`src/rtl/pudc.sv`:
```
// pudc: parametrised up/down modulo counter for one seven-segment display digit.
//
// Counts over 0..MODULUS-1 in either direction, stepping once every DIV enabled
// clocks. A synchronous load (clamped to MODULUS-1) overrides stepping. In wrap
// mode the counter rolls over and raises a combinational carry/borrow so that
// several instances can be chained into a multi-digit counter on one clock.
//
// Parameters:
//   WIDTH    bit width of the count value and load data
//   MODULUS  count range is 0..MODULUS-1, legal 2..2^WIDTH
//   DIV      prescaler ratio, counter steps once every DIV enabled clocks (>= 1)
//
// Ports:
//   pudc_clk   in   rising-edge clock
//   pudc_rst   in   asynchronous active-low reset
//   pudc_en    in   count enable, gates prescaler and counter
//   pudc_dir   in   1 = up, 0 = down
//   pudc_sat   in   1 = saturate at limits, 0 = wrap
//   pudc_load  in   synchronous load strobe
//   pudc_din   in   load value
//   pudc_q     out  registered count value
//   pudc_tick  out  prescaler strobe, high in the cycle a step will occur
//   pudc_lim   out  count is at the limit for the current direction
//   pudc_co    out  carry/borrow, high in the cycle before a wrap
module pudc #(
    parameter int unsigned WIDTH   = 4,
    parameter int unsigned MODULUS = 10,
    parameter int unsigned DIV     = 1
) (
    input  logic             pudc_clk,
    input  logic             pudc_rst,
    input  logic             pudc_en,
    input  logic             pudc_dir,
    input  logic             pudc_sat,
    input  logic             pudc_load,
    input  logic [WIDTH-1:0] pudc_din,
    output logic [WIDTH-1:0] pudc_q,
    output logic             pudc_tick,
    output logic             pudc_lim,
    output logic             pudc_co
);

    localparam int unsigned      PcW   = (DIV > 1) ? $clog2(DIV) : 1;
    localparam logic [WIDTH-1:0] QMax  = WIDTH'(MODULUS - 1);
    localparam logic [PcW-1:0]   PcMax = PcW'(DIV - 1);
    // With MODULUS == 2^WIDTH every code is in range, so no range checks are built.
    localparam bit               Full  = (64'(MODULUS) == (64'd1 << WIDTH));

    logic [WIDTH-1:0] q_q, q_d;
    logic [PcW-1:0]   pc_q, pc_d;
    logic             tick;
    logic             lim;
    logic             q_oor;
    logic [WIDTH-1:0] din_clamped;

    generate
        if (Full) begin : g_full
            assign q_oor       = 1'b0;
            assign din_clamped = pudc_din;
        end else begin : g_part
            assign q_oor       = (q_q > QMax);
            assign din_clamped = (pudc_din > QMax) ? QMax : pudc_din;
        end
    endgenerate

    // Tick is gated by reset so the strobe is quiet while the block is held in reset.
    assign tick = pudc_rst & pudc_en & (pc_q == PcMax);
    assign lim  = pudc_dir ? (q_q == QMax) : (q_q == '0);

    assign pudc_q    = q_q;
    assign pudc_tick = tick;
    assign pudc_lim  = lim;
    // A load in the same cycle suppresses the step, so no wrap happens either.
    assign pudc_co   = tick & lim & ~pudc_sat & ~pudc_load;

    always_comb begin
        pc_d = pc_q;
        if (pudc_load) begin
            pc_d = '0;
        end else if (pudc_en) begin
            pc_d = (pc_q == PcMax) ? '0 : pc_q + PcW'(1);
        end
    end

    always_comb begin
        q_d = q_q;
        if (pudc_load) begin
            q_d = din_clamped;
        end else if (tick) begin
            if (pudc_dir) begin
                if (q_oor) begin
                    q_d = '0;
                end else if (lim) begin
                    q_d = pudc_sat ? q_q : '0;
                end else begin
                    q_d = q_q + WIDTH'(1);
                end
            end else begin
                if (q_oor) begin
                    q_d = QMax;
                end else if (lim) begin
                    q_d = pudc_sat ? q_q : QMax;
                end else begin
                    q_d = q_q - WIDTH'(1);
                end
            end
        end
    end

    always_ff @(posedge pudc_clk or negedge pudc_rst) begin
        if (!pudc_rst) begin
            q_q  <= '0;
            pc_q <= '0;
        end else begin
            q_q  <= q_d;
            pc_q <= pc_d;
        end
    end

endmodule

```
`config.mk`:
```
export PLATFORM = sky130hd
export DESIGN_NAME = pudc
export DESIGN_NICKNAME = d
export VERILOG_FILES = /design/src/rtl/pudc.sv
export SDC_FILE = /design/constraint.sdc
export NUM_CORES = 1
export LEC_CHECK = 0
export CORE_AREA = 2 2 39 41
export CTS_CLUSTER_DIAMETER = 200
export DETAILED_ROUTE_END_ITERATION = 8
export DIE_AREA = 0 0 41 43
export MAX_ROUTING_LAYER = met4
export PLACE_DENSITY = 0.74
export SLEW_MARGIN = 20
export SYNTH_ARGS = -nofsm -noshare
export SYNTH_HDL_FRONTEND = slang
export SYNTH_SLANG_ARGS = --single-unit
```
`constraint.sdc`:
```
create_clock -name pudc_clk -period 2.09 [get_ports pudc_clk]
set_input_delay 0.209 -clock pudc_clk [delete_from_list [all_inputs] [get_ports pudc_clk]]
set_output_delay 0.209 -clock pudc_clk [all_outputs]
set_load 0.1 [all_outputs]
```
==> results.yml <==
synth:
  synth_area_leaders: "dfrtp_1, ha_1, a311oi_1, mux4_2, mux2i_1"
  ys_ff_latch: 4
  netlist_instances: 45
  netlist_area_um2: 432
  yosysSeqAreaShare_pct: 23.2
  synthesis.nets: 58
  yosys_warnings: 0
  synth_top_cell_area_share_pct: 23.2
  synth.largest_area_cell: "dfrtp_1"
  ys_types: 28
  syn_area_per_cell_um2: 9.59
timing:
  max_clock_freq_ghz: 0.499
  report.final.slew_viol_count: 0
  fin_skew_ns: 0.00438
  hold_slack_ns: 0.192
  fin_crit_sh_pct: 95.9
  worst_pin_slew_ns: 0.379
  setup_tns_ns: 0
  relSlewSlack_pct: 74.7
  hold_violations: 0
  finalSetupViolations: 0
  finalCriticalPeriod_ns: 2.01
  finalWorstSetupSlack_ns: 0.0849
floorplan:
  die_area_um2: 1760
  pin_count: 17
  die_h_um: 43
  placementRows: 14
  start_util_pct: 31.2
  die_w_um: 41
  core_area_um2: 1380
clocking:
  cts_tree: "built"
  cts_buffers: 3
  cts_buffer_depth: 2
  clock_sinks: 4
  clk_pin_slew_worst_paths_ns: 0.04
  cts_hold_buf: 0
  clock_insertion_delay_worst_skew_ns: 0.24
  htreeDepth: 1
  cts_root_buf: "clkbuf_4"
layout:
  final_cells: 82
  final_util_pct: 52.4
  finish.instance_area_um2: 726
  area_growth_syn_to_layout_pct: 68.1
  largest_reg_flops: 4
  nNetsFinal: 81
  antenna_cells: 0
  layout-drive-gt1-share_pct: 43.9
setup_path:
  cp_cell_sequence: "inv_6, ha_4, nor4b_4, or2_4, and3_4, buf_12"
  crit_path_start_kind: "register"
  criticalPathCategory: "reg -> out"
  worstPathRequired_ns: 1.88
  critPathMaxFanout: 6
  reg2reg_from: "pudc_q[1]"
  slowest_delay_ns: 0.51
  arrival_ns: 1.80
  end_kind: "primary output"
  slowest_stage: "dfrtp_4"
  cp-startpoint: "pudc_q[1]"
run_status:
  status: "complete, no violations"
power:
  power.ir.vdd_worst_mv: 0.610
  powerDensity_nw_per_um2: 1110
  leakagePower_nw: 0.284
  power_uw: 804
placed_design:
  hpwl_um: 950
  placed_area_um2: 662
  pre_cts_slack_ns: 0.0860
  place.gp.congestion: 0.795
  io_buffers: 16
  dp_cells: 76
drt:
  drc: 0
  ant_nets: 0
  num_vias: 459
  wire_per_inst_um: 15.0
  drt_first_pass_iters: 4
  wl_um: 1230
  drt_iter0_drc: 12
  drt-vias-per-instance: 5.60
grt:
  grt_pass1_vias: 423
  grt-ovfl-total: 0
  grt_pass1_wl_um: 1870
  grt_use_total_pct: 16.1
  antenna_found_initial: 0
  grt_max_degree: 10
run:
  drv_cap: 0
min_path:
  hp-class: "in -> async"
[placed cells by master (no fill, tap or decap), drive strengths merged, types with 2 or more instances in the layout]
master	count
a21oi	2
a311oi	3
and2	2
buf	10
clkbuf	3
clkdlybuf4s50	9
dfrtp	4
ha	3
inv	4
mux2	2
mux2i	2
nand3	2
nor2	3
o21ai	3
xnor2	2
[cells in the mapped netlist]
cell,instances
a311oi_1,3
a21oi_1,1
xnor2_1,2
mux2_2,1
and3_1,1
a21oi_2,1
and4_1,1
nor2_1,3
nand3_1,2
a32oi_1,1
dfrtp_1,4
and2_0,2
o21ai_2,1
or2_2,1
o21ai_0,2
mux2i_1,2
inv_1,4
or3_1,1
mux4_2,1
ha_1,3
o21bai_1,1
and4b_2,1
or3b_1,1
and2b_1,1
nor4b_2,1
mux2_1,1
buf_4,1
a32o_1,1
[final cells by class]
cell class,count,area (µm²)
fill,138,658
multi-input combinational,36,350
timing repair buffer,19,203
sequential,4,110
clock buffer,3,22.5
inverter,4,20.0
tap,16,20.0
[per-layer routing]
| layer | global-route usage [%] | up-vias | share of wire [%] |
|---|---|---|---|
| li1 | - | 215 | - |
| met1 | 18.2 | 213 | 39 |
| met2 | 24.7 | 25 | 49 |
| met3 | 5.76 | 6 | 9.5 |
| met4 | 6.67 | 0 | 2.7 |
| met5 | - | - | 0 |
[path summary, 6_finish.rpt]
check	end	slack, ns	depth (start not counted)
max	pudc_co	0.08	6
min in group pudc_clk	pudc_q[0]	0.57	3
min reg2reg	pudc_q[3]	0.65	1
max reg2reg	pudc_q[3]	0.16	6
min	pudc_q[1]	0.19	1
max in group asynchronous	pudc_q[0]	1.68	1
[cells by family after synthesis]
| family | Yosys count | synth area share (%) |
|---|---|---|
| simple gates | 15 | 24.1 |
| compound gates | 11 | 19.7 |
| buf+inv | 5 | 5.22 |
| mux | 5 | 15.1 |
| flops | 4 | 23.2 |
| fa+ha+maj | 3 | 8.70 |
| xor+xnor | 2 | 4.06 |
[critical path: cells and delay by family, from the launching register on]
| kind | cells | cell delay, ns |
|---|---|---|
| adders and majority gates | 1 | 0.15 |
| DFF | 1 | 0.51 |
| buffers and inverters | 2 | 0.26 |
| and+or+nand+nor | 3 | 0.63 |
[what timing repair did]
item | in CTS | in global routing
hold endpoints to repair | 0 | 0
resized for setup | 1 | 3
setup buffers | 0 | 3
pin swaps | 0 | 1
endpoints found under the setup margin | 1 | 1
[power breakdown]
part	leakage [nW]	switching [mW]	internal, mW	total (mW)
registers	0.0438	0.0603	0.109	0.170
logic	0.227	0.335	0.200	0.536
clock network	0.0138	0.0339	0.0644	0.0983
(Power assumes the default switching activity.)
